$ cat src/rtl/datapath_pkg.sv
// Shared datapath definitions: widths, the reserved "no producer" tag
// and the result record carried from a functional unit to writeback.
package datapath_pkg;

  localparam int NUM_FU   = 4;
  localparam int NUM_REGS = 32;
  localparam int REG_W    = $clog2(NUM_REGS);
  localparam int TAG_W    = 3;
  localparam int DATA_W   = 32;
  localparam int CNT_W    = 16;

  // Tag 0 means "no producer"; a result carrying it never clears busy.
  localparam logic [TAG_W-1:0] TAG_NONE = '0;

  typedef struct packed {
    logic [REG_W-1:0]  sel;
    logic [TAG_W-1:0]  tag;
    logic [DATA_W-1:0] data;
  } fu_result_t;

endpackage

$ cat src/rtl/rr_arbiter.sv
// Combinational round-robin picker: first requester at or above ptr,
// wrapping from NUM_FU-1 back to 0. Shared with the dispatch issue logic.
module rr_arbiter #(
  parameter int NUM_FU = 4,
  localparam int IDX_W = (NUM_FU > 1) ? $clog2(NUM_FU) : 1
) (
  input  logic [NUM_FU-1:0] req,
  input  logic [IDX_W-1:0]  ptr,
  output logic [NUM_FU-1:0] gnt,
  output logic [IDX_W-1:0]  gnt_idx,
  output logic              any
);

  // Walk the requesters starting at ptr and take the first one found.
  always_comb begin
    logic [IDX_W-1:0] idx;
    idx     = '0;
    gnt     = '0;
    gnt_idx = '0;
    any     = 1'b0;
    for (int k = 0; k < NUM_FU; k++) begin
      idx = IDX_W'((int'(ptr) + k) % NUM_FU);
      if (!any && req[idx]) begin
        any      = 1'b1;
        gnt[idx] = 1'b1;
        gnt_idx  = idx;
      end
    end
  end

endmodule

$ cat src/rtl/wb_arbiter.sv
// Writeback scheduler: buffers one result per functional unit, grants one
// per cycle round-robin onto the CDB, and retires it into the RST and
// register file unless the destination has since been re-dispatched.
module wb_arbiter #(
  parameter int NUM_FU   = 4,
  parameter int NUM_REGS = 32,
  parameter int TAG_W    = 3,
  parameter int DATA_W   = 32,
  parameter int CNT_W    = 16,
  localparam int REG_W   = $clog2(NUM_REGS),
  localparam int PTR_W   = (NUM_FU > 1) ? $clog2(NUM_FU) : 1
) (
  input  logic                       CLK,
  input  logic                       nRST,
  input  logic                       flush,
  input  logic [NUM_FU-1:0]          fu_valid,
  output logic [NUM_FU-1:0]          fu_ready,
  input  logic [NUM_FU*REG_W-1:0]    fu_sel,
  input  logic [NUM_FU*TAG_W-1:0]    fu_tag,
  input  logic [NUM_FU*DATA_W-1:0]   fu_data,
  input  logic [NUM_REGS-1:0]        rst_busy,
  input  logic [NUM_REGS*TAG_W-1:0]  rst_tag,
  input  logic                       di_write,
  input  logic [REG_W-1:0]           di_sel,
  output logic                       cdb_valid,
  output logic [TAG_W-1:0]           cdb_tag,
  output logic [DATA_W-1:0]          cdb_data,
  output logic                       wb_write,
  output logic [REG_W-1:0]           wb_sel,
  output logic [TAG_W-1:0]           wb_tag,
  output logic                       rf_write,
  output logic [REG_W-1:0]           rf_sel,
  output logic [DATA_W-1:0]          rf_data,
  output logic [CNT_W-1:0]           stale_cnt
);

  import datapath_pkg::*;

  // Buffer entries use the shared record, so the widths above must stay
  // in step with the package defaults.
  fu_result_t        buf_q [NUM_FU];
  logic [NUM_FU-1:0] buf_valid;
  logic [PTR_W-1:0]  rr_ptr;

  logic [NUM_FU-1:0] gnt;
  logic [PTR_W-1:0]  gnt_idx;
  logic              gnt_any;

  fu_result_t        out_q;
  logic              out_valid;

  logic              sel_busy;
  logic [TAG_W-1:0]  sel_tag;
  logic              di_hit;
  logic              match;

  rr_arbiter #(.NUM_FU(NUM_FU)) u_rr (
    .req     (buf_valid),
    .ptr     (rr_ptr),
    .gnt     (gnt),
    .gnt_idx (gnt_idx),
    .any     (gnt_any)
  );

  // A buffer can take a new result when empty or being drained this edge.
  assign fu_ready = (~buf_valid | gnt) & {NUM_FU{nRST & ~flush}};

  // Capture accepted results; a granted buffer empties unless refilled.
  always_ff @(posedge CLK) begin
    if (!nRST) begin
      buf_valid <= '0;
      for (int i = 0; i < NUM_FU; i++) buf_q[i] <= '0;
    end else if (flush) begin
      buf_valid <= '0;
    end else begin
      for (int i = 0; i < NUM_FU; i++) begin
        if (fu_valid[i] && fu_ready[i]) begin
          buf_valid[i]  <= 1'b1;
          buf_q[i].sel  <= fu_sel[i*REG_W +: REG_W];
          buf_q[i].tag  <= fu_tag[i*TAG_W +: TAG_W];
          buf_q[i].data <= fu_data[i*DATA_W +: DATA_W];
        end else if (gnt[i]) begin
          buf_valid[i] <= 1'b0;
        end
      end
    end
  end

  // Move the winning entry into the broadcast register.
  always_ff @(posedge CLK) begin
    if (!nRST) begin
      out_valid <= 1'b0;
      out_q     <= '0;
    end else if (flush) begin
      out_valid <= 1'b0;
    end else begin
      out_valid <= gnt_any;
      if (gnt_any) out_q <= buf_q[gnt_idx];
    end
  end

  // Advance the round-robin pointer past the most recent winner.
  always_ff @(posedge CLK) begin
    if (!nRST) begin
      rr_ptr <= '0;
    end else if (!flush && gnt_any) begin
      rr_ptr <= (gnt_idx == PTR_W'(NUM_FU - 1)) ? '0 : gnt_idx + 1'b1;
    end
  end

  // Look up the RST entry addressed by the broadcast result.
  always_comb begin
    sel_busy = 1'b0;
    sel_tag  = '0;
    for (int r = 0; r < NUM_REGS; r++) begin
      if (out_q.sel == REG_W'(r)) begin
        sel_busy = rst_busy[r];
        sel_tag  = rst_tag[r*TAG_W +: TAG_W];
      end
    end
  end

  // A dispatch to the same register this cycle supersedes the retirement.
  assign di_hit = di_write & (di_sel == out_q.sel);
  assign match  = out_valid & sel_busy & (sel_tag == out_q.tag) &
                  (out_q.tag != TAG_NONE) & ~di_hit;

  // Count broadcasts whose writeback was suppressed, saturating at max.
  always_ff @(posedge CLK) begin
    if (!nRST) begin
      stale_cnt <= '0;
    end else if (out_valid && !match && (stale_cnt != '1)) begin
      stale_cnt <= stale_cnt + 1'b1;
    end
  end

  assign cdb_valid = out_valid;
  assign cdb_tag   = out_q.tag;
  assign cdb_data  = out_q.data;
  assign wb_write  = match;
  assign wb_sel    = out_q.sel;
  assign wb_tag    = out_q.tag;
  assign rf_write  = match;
  assign rf_sel    = out_q.sel;
  assign rf_data   = out_q.data;

endmodule
$ cat config.mk
export PLATFORM = sky130hd
export DESIGN_NAME = wb_arbiter
export DESIGN_NICKNAME = d
export VERILOG_FILES = /design/src/rtl/datapath_pkg.sv /design/src/rtl/rr_arbiter.sv /design/src/rtl/wb_arbiter.sv
export SDC_FILE = /design/constraint.sdc
export NUM_CORES = 1
export LEC_CHECK = 0
export ABC_AREA = 1
export ABC_CLOCK_PERIOD_IN_PS = 7570
export BUFFER_PORTS_ARGS = -buffer_cell sky130_fd_sc_hd__buf_2
export CAP_MARGIN = 20
export CORE_MARGIN = 8
export CORE_UTILIZATION = 35
export CTS_CLUSTER_SIZE = 14
export DETAILED_ROUTE_END_ITERATION = 16
export PLACE_DENSITY = 0.69
export SKIP_LAST_GASP = 1
export SLEW_MARGIN = 20
export SYNTH_ARGS = -nofsm -noshare
export SYNTH_HDL_FRONTEND = slang
export SYNTH_HIERARCHICAL = 1
export SYNTH_SLANG_ARGS = --single-unit
$ cat constraint.sdc
create_clock -name CLK -period 7.57 [get_ports CLK]
set_clock_uncertainty 0.05 [all_clocks]
set_input_delay 1.514 -clock CLK [delete_from_list [all_inputs] [get_ports CLK]]
set_output_delay 1.514 -clock CLK [all_outputs]
set_load 0.01 [all_outputs]
==> results of run 1 <==
## final cells by class
type / instances / area [um^2]
Clock buffer: 33 / 676
Fill cell: 3507 / 19300
Sequential cell: 223 / 6070
Inverter: 288 / 1080
Multi-Input combinational cell: 907 / 4620
Clock inverter: 12 / 109
Timing Repair Buffer: 415 / 2110
Tap cell: 455 / 569
Antenna cell: 4 / 10.0
## flip-flops by register name (all words and copies together), names as in the netlist
| name | cells |
|---|---|
| buf_valid | 4 |
| cdb_data | 32 |
| rr_ptr | 2 |
| buf_q | 160 |
| cdb_tag | 3 |
| stale_cnt | 16 |
| cdb_valid | 1 |
| rf_sel | 5 |
## kinds of logic after synthesis
family	count (synthesis)	share of synthesized area
xor+xnor	15	0.0107
flops	223	0.493
simple gates	669	0.236
buf+inv	396	0.136
mux	32	0.0260
compound gates	184	0.0914
fa+ha+maj	7	0.00712
## report_power, final
group	internal (uW)	switching (uW)	leakage, uW	total [uW]
sequential	1490	172	0.00219	1660
clock	667	503	0.000383	1170
combinational	726	1450	0.00519	2180
total	2880	2130	0.00776	5010
## worst min path at each step
stage | from | endpoint | slack [ns] | depth (start not counted)
after global placement | stale_cnt[13]$_SDFFE_PN0P_ | stale_cnt[13]$_SDFFE_PN0P_ | 0.44 | 2
after floorplan | stale_cnt[10]$_SDFFE_PN0P_ | stale_cnt[10]$_SDFFE_PN0P_ | 0.46 | 2
after detailed placement | stale_cnt[9]$_SDFFE_PN0P_ | stale_cnt[9]$_SDFFE_PN0P_ | 0.44 | 2
final | stale_cnt[9]$_SDFFE_PN0P_ | stale_cnt[9]$_SDFFE_PN0P_ | 0.46 | 2
after global routing | stale_cnt[13]$_SDFFE_PN0P_ | stale_cnt[13]$_SDFFE_PN0P_ | 0.48 | 2
after CTS | stale_cnt[9]$_SDFFE_PN0P_ | stale_cnt[9]$_SDFFE_PN0P_ | 0.45 | 2
## metal layers
layer	wire (um)	track usage	up-vias
met5	26	0	-
met4	1390	0.0673	4
met3	3550	0.0459	82
met2	22600	0.380	512
met1	17800	0.241	5259
li1	-	-	5524
## critical path, stage by stage (launching register included)
cell and delay, ns:
dfxtp_1 0.56, inv_1 0.81, nand3_1 0.46, or2_2 0.40, nand2_1 0.07, nand2_1 0.05, nand2_1 0.06, nand4_1 0.07
nand2_1 0.08, nand2_1 0.05, nand2_1 0.10, nand2_1 0.07, nand2_1 0.06, nand4_1 0.07, nand2_1 0.09, nand2_1 0.07
nand2_1 0.05, nand2_1 0.04, nand2_1 0.05, nand4_1 0.07, nand2_1 0.09, nand2_1 0.06, nand2_1 0.05, nand2_1 0.05
nor2_1 0.11, nand2_2 0.23, inv_1 0.13, buf_2 0.14
## per-stage QoR
stage / instances / hold WS, ns / setup WS [ns]
2_1_floorplan: 1526 / 0.461 / 2.42
3_3_place_gp: 2288 / 0.442 / 2.04
3_5_place_dp: 2288 / 0.444 / 1.95
4_1_cts: 2333 / 0.453 / 1.37
5_1_grt: 2334 / 0.485 / 0.827
6_report: 2337 / 0.458 / 1.35
## placed cells by master (no fill, tap or decap), types with 2 or more instances in the layout
cell type     n
buf_2       403
nor2_1      294
inv_1       283
nand2_1     206
edfxtp_1    160
o21ai_0      87
dfxtp_1      63
nand4_1      45
nand3_1      45
a21oi_1      41
mux2i_1      32
o221ai_1     32
clkbuf_16    25
nand2_2      23
or2_2        21
buf_4        12
nor3_1       10
xor2_1       10
o32ai_1       8
a21oi_2       8
ha_1          7
clkbuf_1      6
nor2_2        5
xnor2_1       5
clkinv_2      5
diode_2       4
nand3_4       4
a21boi_0      4
nor2_4        3
or2_0         3
inv_2         3
inv_4         2
nor3_2        2
or2_1         2
clkinv_1      2
clkbuf_8      2
clkinvlp_4    2
nand3_2       2
==> flow_summary.yaml, run 1 <==
place:
  placement.io_buffers: 403
  postPlaceCellArea_um2: 14400
  dp_hpwl_um: 33300
  gp_congestion: 0.966
cells_and_area:
  areaGrowthSynthToFinish_pct: 23.9
  drive_gt1_frac: 0.280
  fin_util: 0.441
  final_area_um2: 15200
  num-nets-final: 2168
clock_network:
  post_cts_buffers: 0
  clockBufferDepth: 3
  clock_latency_ns: 0.53
  postCtsHoldBufs: 0
  cts_root_buf: "clkbuf_16"
  cts_sinks: 223
  cts_max_level: 1
  clk_pin_slew_ns: 0.07
  cts-buffers-inserted: 25
  cts_tree: "done"
  cts_resized: 0
setup_path:
  cp_max_fo: 29
  rr_endpoint: "stale_cnt[1]$_SDFFE_PN0P_"
  worst-setup-path-type: "reg2out"
  worst_ep_required_time_ns: 6.01
  end_kind: "output port"
  critPathArrivalTime_ns: 4.65
  startpoint_type: "flop"
  r2r_start: "rf_sel[4]$_SDFFE_PN0P_"
  ff2ff_setup_slack_ns: 3.03
  crit_end: "wb_write"
  startpoint: "rf_sel[4]$_SDFFE_PN0P_"
  r2r_cells: 27
timing:
  max-slew-margin-rel: 0.290
  rsz0062_at_grt: "false"
  setup_viol: 0
  final_max_slew_viol_count: 0
  post-route-min-period_ns: 6.22
  hold_viol: 0
  fmax_ghz: 0.161
  setup_tns_ns: 0
  worstMarginPinSlew_ns: 1.06
  fin_crit_sh: 0.821
power_and_ir_drop:
  finalPower_uw: 5010
  irDropWorstVdd_uv: 198
  leakage_uw: 0.00776
  powerDensity_nw_per_um2: 329
drt:
  drt_pass1_iterations: 5
  drt-total-wl_um: 45300
  postRouteAntennaNets: 0
  vias_per_cell: 4.87
  first_iter_violations: 812
  drc: 0
  wire_per_inst_um: 19.4
  vias: 11400
logic_synthesis:
  synth_top_area_share: 0.391
  synthArstFlopShare: 0
  ys_seq_area_frac: 0.493
  synth_edf_count: 160
  synth_cell_types: 44
  yosysMostFrequentCell: "nor2_1"
  synth_commonest_cells: "nor2_1, inv_1, nand2_1"
  synth_seq_cells: 223
  postSynthCellCount: 1526
  avgSynthCellArea_um2: 8.06
  syn_area_um2: 12300
  yosys_warnings: 6
  synthesis.nets: 1834
  synth_top_cell_by_area: "edfxtp_1"
  synth_ff_type: "edfxtp_1"
  synthTopCellsByArea: "edfxtp_1, dfxtp_1, nor2_1, inv_1, nand2_1"
floorplanning:
  start_util: 0.356
  rows: 68
  die_w_um: 203
  io_pins: 404
  core_um2: 34500
  dieHeight_um: 203
  dieArea_um2: 41400
global_routing:
  grt_max_degree: 78
  globalRouteOverflowTotal: 0
  grtUsageTotal: 0.209
  grt_antenna_before_repair: 4
  grt_pass1_vias: 12100
  grt_pass1_wl_um: 68000
job:
  drv_cap: 0
run_status:
  status: "complete, no violations"
min_path:
  hold_path_class: "reg2reg"
Note: power is estimated with default switching activity, not from simulation.
==> inputs of run 2 (changes only) <==
--- a/config.mk
+++ b/config.mk
@@ -6,7 +6,7 @@
 export NUM_CORES = 1
 export LEC_CHECK = 0
 export ABC_AREA = 1
-export ABC_CLOCK_PERIOD_IN_PS = 7570
+export ABC_CLOCK_PERIOD_IN_PS = 6110
 export BUFFER_PORTS_ARGS = -buffer_cell sky130_fd_sc_hd__buf_2
 export CAP_MARGIN = 20
 export CORE_MARGIN = 8
==> constraint.sdc (replaced) <==
create_clock -name CLK -period 6.11 [get_ports CLK]
set_clock_uncertainty 0.05 [all_clocks]
set_input_delay 1.222 -clock CLK [delete_from_list [all_inputs] [get_ports CLK]]
set_output_delay 1.222 -clock CLK [all_outputs]
set_load 0.01 [all_outputs]
==> flow_summary.yaml, run 2 (synthesis gave the netlist of run 1 again) <==
run_status:
  status: "complete, no violations"
cells_and_area:
  post_layout_nonfiller_instances: 2338
  num-nets-final: 2170
  layout_commonest_cell: "buf_2"
  drive_gt1_frac: 0.280
  final_cell_mix: "buf_2, nor2_1, inv_1, nand2_1, edfxtp_1"
  largest_register_ffs: 160
  areaGrowthSynthToFinish_pct: 23.6
  regMostFlops: "buf_q"
  fin_util: 0.440
global_routing:
  grt_pass1_vias: 11700
  grt_antenna_before_repair: 10
  grt_max_degree: 82
  grtUsageTotal: 0.208
  grt_pass1_wl_um: 67600
  globalRouteOverflowTotal: 0
place:
  place_ws_ns: 1.11
  dp_cells: 2290
  dp_hpwl_um: 34100
  gp_congestion: 0.939
  placement.io_buffers: 403
drt:
  first_iter_violations: 687
  vias_per_cell: 4.83
  drt-total-wl_um: 45400
  postRouteAntennaNets: 0
  drt_pass1_iterations: 5
  drc: 0
  vias: 11300
  wire_per_inst_um: 19.4
floorplanning:
  rows: 68
  dieHeight_um: 203
  core_um2: 34500
  dieArea_um2: 41400
  die_w_um: 203
  start_util: 0.356
  io_pins: 404
min_path:
  worstHoldPathCells: 2
  hold_path_class: "reg2reg"
clock_network:
  cts-buffers-inserted: 25
  cts_resized: 0
  clockBufferDepth: 3
  cts_sinks: 223
  post_cts_buffers: 0
  clk_pin_slew_ns: 0.06
  cts_tree: "done"
  cts_root_buf: "clkbuf_16"
  cts_max_level: 1
  postCtsHoldBufs: 0
  clock_latency_ns: 0.51
setup_path:
  cp_max_fo: 17
  critPathArrivalTime_ns: 4.16
  end_kind: "output port"
  startpoint_type: "flop"
  worst_ep_required_time_ns: 4.84
  worst-setup-path-type: "reg2out"
  cp_slowest_cell: "nor2_2"
  r2r_cells: 34
  crit_path_frequent_cell: "nand2_1"
  crit_path_max_incr_delay_ns: 0.50
timing:
  setup_tns_ns: 0
  max-slew-margin-rel: 0.368
  setup_viol: 0
  fin_crit_sh: 0.888
  rsz0062_at_grt: "false"
  worstMarginPinSlew_ns: 0.948
  post-route-min-period_ns: 5.43
  layout_setup_ws_ns: 0.682
  final_max_slew_viol_count: 0
  fmax_ghz: 0.184
  hold_viol: 0
job:
  drv_cap: 0
power_and_ir_drop:
  powerDensity_nw_per_um2: 402
  irDropWorstVdd_uv: 270
  leakage_uw: 0.00775
## run 2: cell types whose count changed in the layout (fill, tap and decap cells not counted)
cell	change
diode_2	+1
clkbuf_1	+1
inv_2	+1
buf_4	+2
inv_1	-1
inv_4	-1
inv_16	-1
clkinvlp_4	-1
clkinv_1	+1
clkbuf_8	-2
clkinv_2	+1
## run 2: worst max-delay path: cells and delay by family, from the launching register on
family	cells	cell delay, ns
AOI/OAI and AO/OA	1	0.14
buffers and inverters	2	0.27
DFF	1	0.43
and+or+nand+nor	29	2.79
## run 2: worst paths after layout
path / from / to / slack [ns]
max reg2reg: rf_sel[3]$_SDFFE_PN0P_ / stale_cnt[2]$_SDFFE_PN0P_ / 1.99
min: stale_cnt[9]$_SDFFE_PN0P_ / stale_cnt[9]$_SDFFE_PN0P_ / 0.46
max: rf_sel[3]$_SDFFE_PN0P_ / rf_write / 0.68
min reg2reg: stale_cnt[9]$_SDFFE_PN0P_ / stale_cnt[9]$_SDFFE_PN0P_ / 0.46
## run 2: routing by layer
layer | GRT usage | share of wire | up-vias
li1 | - | - | 5523
met4 | 0.0725 | 0.032 | 12
met2 | 0.368 | 0.49 | 489
met1 | 0.247 | 0.40 | 5194
met3 | 0.0444 | 0.072 | 83
met5 | 0 | 0.0018 | -
## run 2: stage by stage
| stage | instance area [um^2] | total power, uW | hold slack [ns] |
|---|---|---|---|
| after floorplan | 12300 | 3940 | 0.461 |
| after global placement | 14500 | 4780 | 0.444 |
| after detailed placement | 14500 | 4810 | 0.453 |
| after CTS | 15200 | 6210 | 0.462 |
| after global routing | 15200 | 6550 | 0.477 |
| final | 15200 | 6110 | 0.462 |
## run 2: area by class of cell
type                    count  area [um^2]
multi-input cells         907         4620
clock inverters            11         83.8
clock buffers              32          652
fillers                  3520        19300
diodes                      5         12.5
repair buffers            417         2120
well taps                 455          569
flip-flops and latches    223         6070
inverters                 288         1080
## run 2: report_power, final
group | internal [uW] | switching (uW)
clock network | 792 | 596
registers | 1840 | 198
logic | 900 | 1780
==> inputs of run 3 (changes only) <==
--- a/config.mk
+++ b/config.mk
@@ -10,10 +10,10 @@
 export BUFFER_PORTS_ARGS = -buffer_cell sky130_fd_sc_hd__buf_2
 export CAP_MARGIN = 20
 export CORE_MARGIN = 8
-export CORE_UTILIZATION = 35
+export CORE_UTILIZATION = 50
 export CTS_CLUSTER_SIZE = 14
 export DETAILED_ROUTE_END_ITERATION = 16
-export PLACE_DENSITY = 0.69
+export PLACE_DENSITY = 0.89
 export SKIP_LAST_GASP = 1
 export SLEW_MARGIN = 20
 export SYNTH_ARGS = -nofsm -noshare
==> flow_summary.yaml, run 3 (synthesis gave the netlist of run 1 again) <==
clock_network:
  postCtsHoldBufs: 0
  post_cts_buffers: 0
  cts_root_buf: "clkbuf_16"
  clockBufferDepth: 3
  clock_latency_ns: 0.51
  cts-buffers-inserted: 23
  cts_resized: 0
  cts_sinks: 223
  cts_tree: "done"
  clk_pin_slew_ns: 0.06
  cts_max_level: 1
power_and_ir_drop:
  combPwrFrac: 0.439
  irDropWorstVdd_uv: 438
  leakage_uw: 0.00775
  p_sw_frac: 0.418
  powerDensity_nw_per_um2: 408
  seqPwrFrac: 0.332
  clockPowerShare: 0.228
  p_int_uw: 3580
  p_sw_uw: 2570
setup_path:
  cp_slowest_cell: "dfxtp_1"
  cp_max_fo: 17
  rr_endpoint: "stale_cnt[15]$_SDFFE_PN0P_"
  startpoint_type: "flop"
  ff2ff_setup_slack_ns: 1.89
  r2r_start: "rf_sel[2]$_SDFFE_PN0P_"
  crit_path_max_incr_delay_ns: 0.43
  crit_end: "wb_write"
  end_kind: "output port"
  startpoint: "rf_sel[2]$_SDFFE_PN0P_"
  worst_ep_required_time_ns: 4.84
  critPathArrivalTime_ns: 4.24
  worst-setup-path-type: "reg2out"
  r2r_cells: 34
  crit_path_frequent_cell: "nand2_1"
drt:
  drt_pass1_iterations: 7
  drt-total-wl_um: 42300
  vias: 12000
  vias_per_cell: 5.44
  first_iter_violations: 952
  drc: 0
  postRouteAntennaNets: 0
  wire_per_inst_um: 19.2
timing:
  setup_tns_ns: 0
  hold_viol: 0
  max-slew-margin-rel: 0.282
  worstMarginPinSlew_ns: 1.08
  fmax_ghz: 0.182
  setup_viol: 0
  post-route-min-period_ns: 5.51
  final_max_slew_viol_count: 0
  rsz0062_at_grt: "false"
  fin_crit_sh: 0.901
  hold_ws_ns: 0.465
place:
  dp_hpwl_um: 30200
  gp_congestion: 1.14
  placement.io_buffers: 403
cells_and_area:
  areaGrowthSynthToFinish_pct: 22.4
  n_antenna_cell: 0
  fin_util: 0.621
  fillCellCount: 1932
  seqCellArea_um2: 6070
  layout_commonest_cell: "buf_2"
  largest_register_ffs: 160
  drive_gt1_frac: 0.277
  num-nets-final: 2165
  final_cell_mix: "buf_2, nor2_1, inv_1, nand2_1, edfxtp_1"
  multiInputGateArea_um2: 4640
  regMostFlops: "buf_q"
floorplanning:
  rows: 57
  dieArea_um2: 29900
  start_util: 0.507
  die_w_um: 173
  io_pins: 404
  core_um2: 24200
  dieHeight_um: 173
min_path:
  hold_path_class: "reg2reg"
global_routing:
  grt_pass1_wl_um: 65500
  grtUsageTotal: 0.269
  globalRouteOverflowTotal: 0
  grt_pass1_vias: 12400
  grt_antenna_before_repair: 1
  grt_max_degree: 83
run_status:
  status: "complete, no violations"
job:
  drv_cap: 0
## run 3: worst min path at each step
stage                               start                    endpoint  slack, ns  cells after the start
2_1_floorplan  stale_cnt[10]$_SDFFE_PN0P_  stale_cnt[10]$_SDFFE_PN0P_       0.46                      2
3_3_place_gp   stale_cnt[13]$_SDFFE_PN0P_  stale_cnt[13]$_SDFFE_PN0P_       0.44                      2
3_5_place_dp   stale_cnt[10]$_SDFFE_PN0P_  stale_cnt[10]$_SDFFE_PN0P_       0.45                      2
4_1_cts        stale_cnt[10]$_SDFFE_PN0P_  stale_cnt[10]$_SDFFE_PN0P_       0.46                      2
5_1_grt        stale_cnt[13]$_SDFFE_PN0P_  stale_cnt[13]$_SDFFE_PN0P_       0.48                      2
6_report       stale_cnt[10]$_SDFFE_PN0P_  stale_cnt[10]$_SDFFE_PN0P_       0.46                      2
## run 3: layout make-up
cell class                      count  share of cell area
Inverter                          288              0.0720
Multi-Input combinational cell    907               0.308
Timing Repair Buffer              414               0.140
Tap cell                          324              0.0269
Sequential cell                   223               0.403
Clock inverter                      9             0.00640
Clock buffer                       33              0.0434
## run 3: through the flow
step | setup WS [ns] | area [um^2] | power [uW] | cells
after detailed placement | 1.05 | 14300 | 4730 | 2155
after global placement | 1.16 | 14300 | 4620 | 2155
after CTS | 0.478 | 15000 | 6150 | 2197
after global routing | 0.196 | 15100 | 6510 | 2198
after floorplan | 1.54 | 12300 | 3940 | 1526
final | 0.602 | 15100 | 6150 | 2198
## run 3: layer usage
layer,GRT usage,wire length [um],up-vias,share of wire
met3,0.0538,3800,136,0.090
met2,0.492,21400,784,0.51
met4,0.129,1960,2,0.046
met1,0.294,15100,5527,0.36
met5,0,12,-,0.00028
li1,-,-,5513,-
## run 3: power by group through the flow
stage	sequential, uW	combinational [uW]	clock (uW)
after floorplan	2060	1870	0
after global placement	2050	2570	0
after detailed placement	2070	2660	0
after CTS	2040	2680	1430
after global routing	2070	2960	1480
final	2040	2700	1400
## run 3: worst max-delay path, delay by kind of cell (launching register included)
kind                   cells  cell delay (ns)
AO/OA/AOI/OAI              1             0.14
flip-flops                 1             0.43
buffers and inverters      2             0.28
AND/OR/NAND/NOR           29             2.84
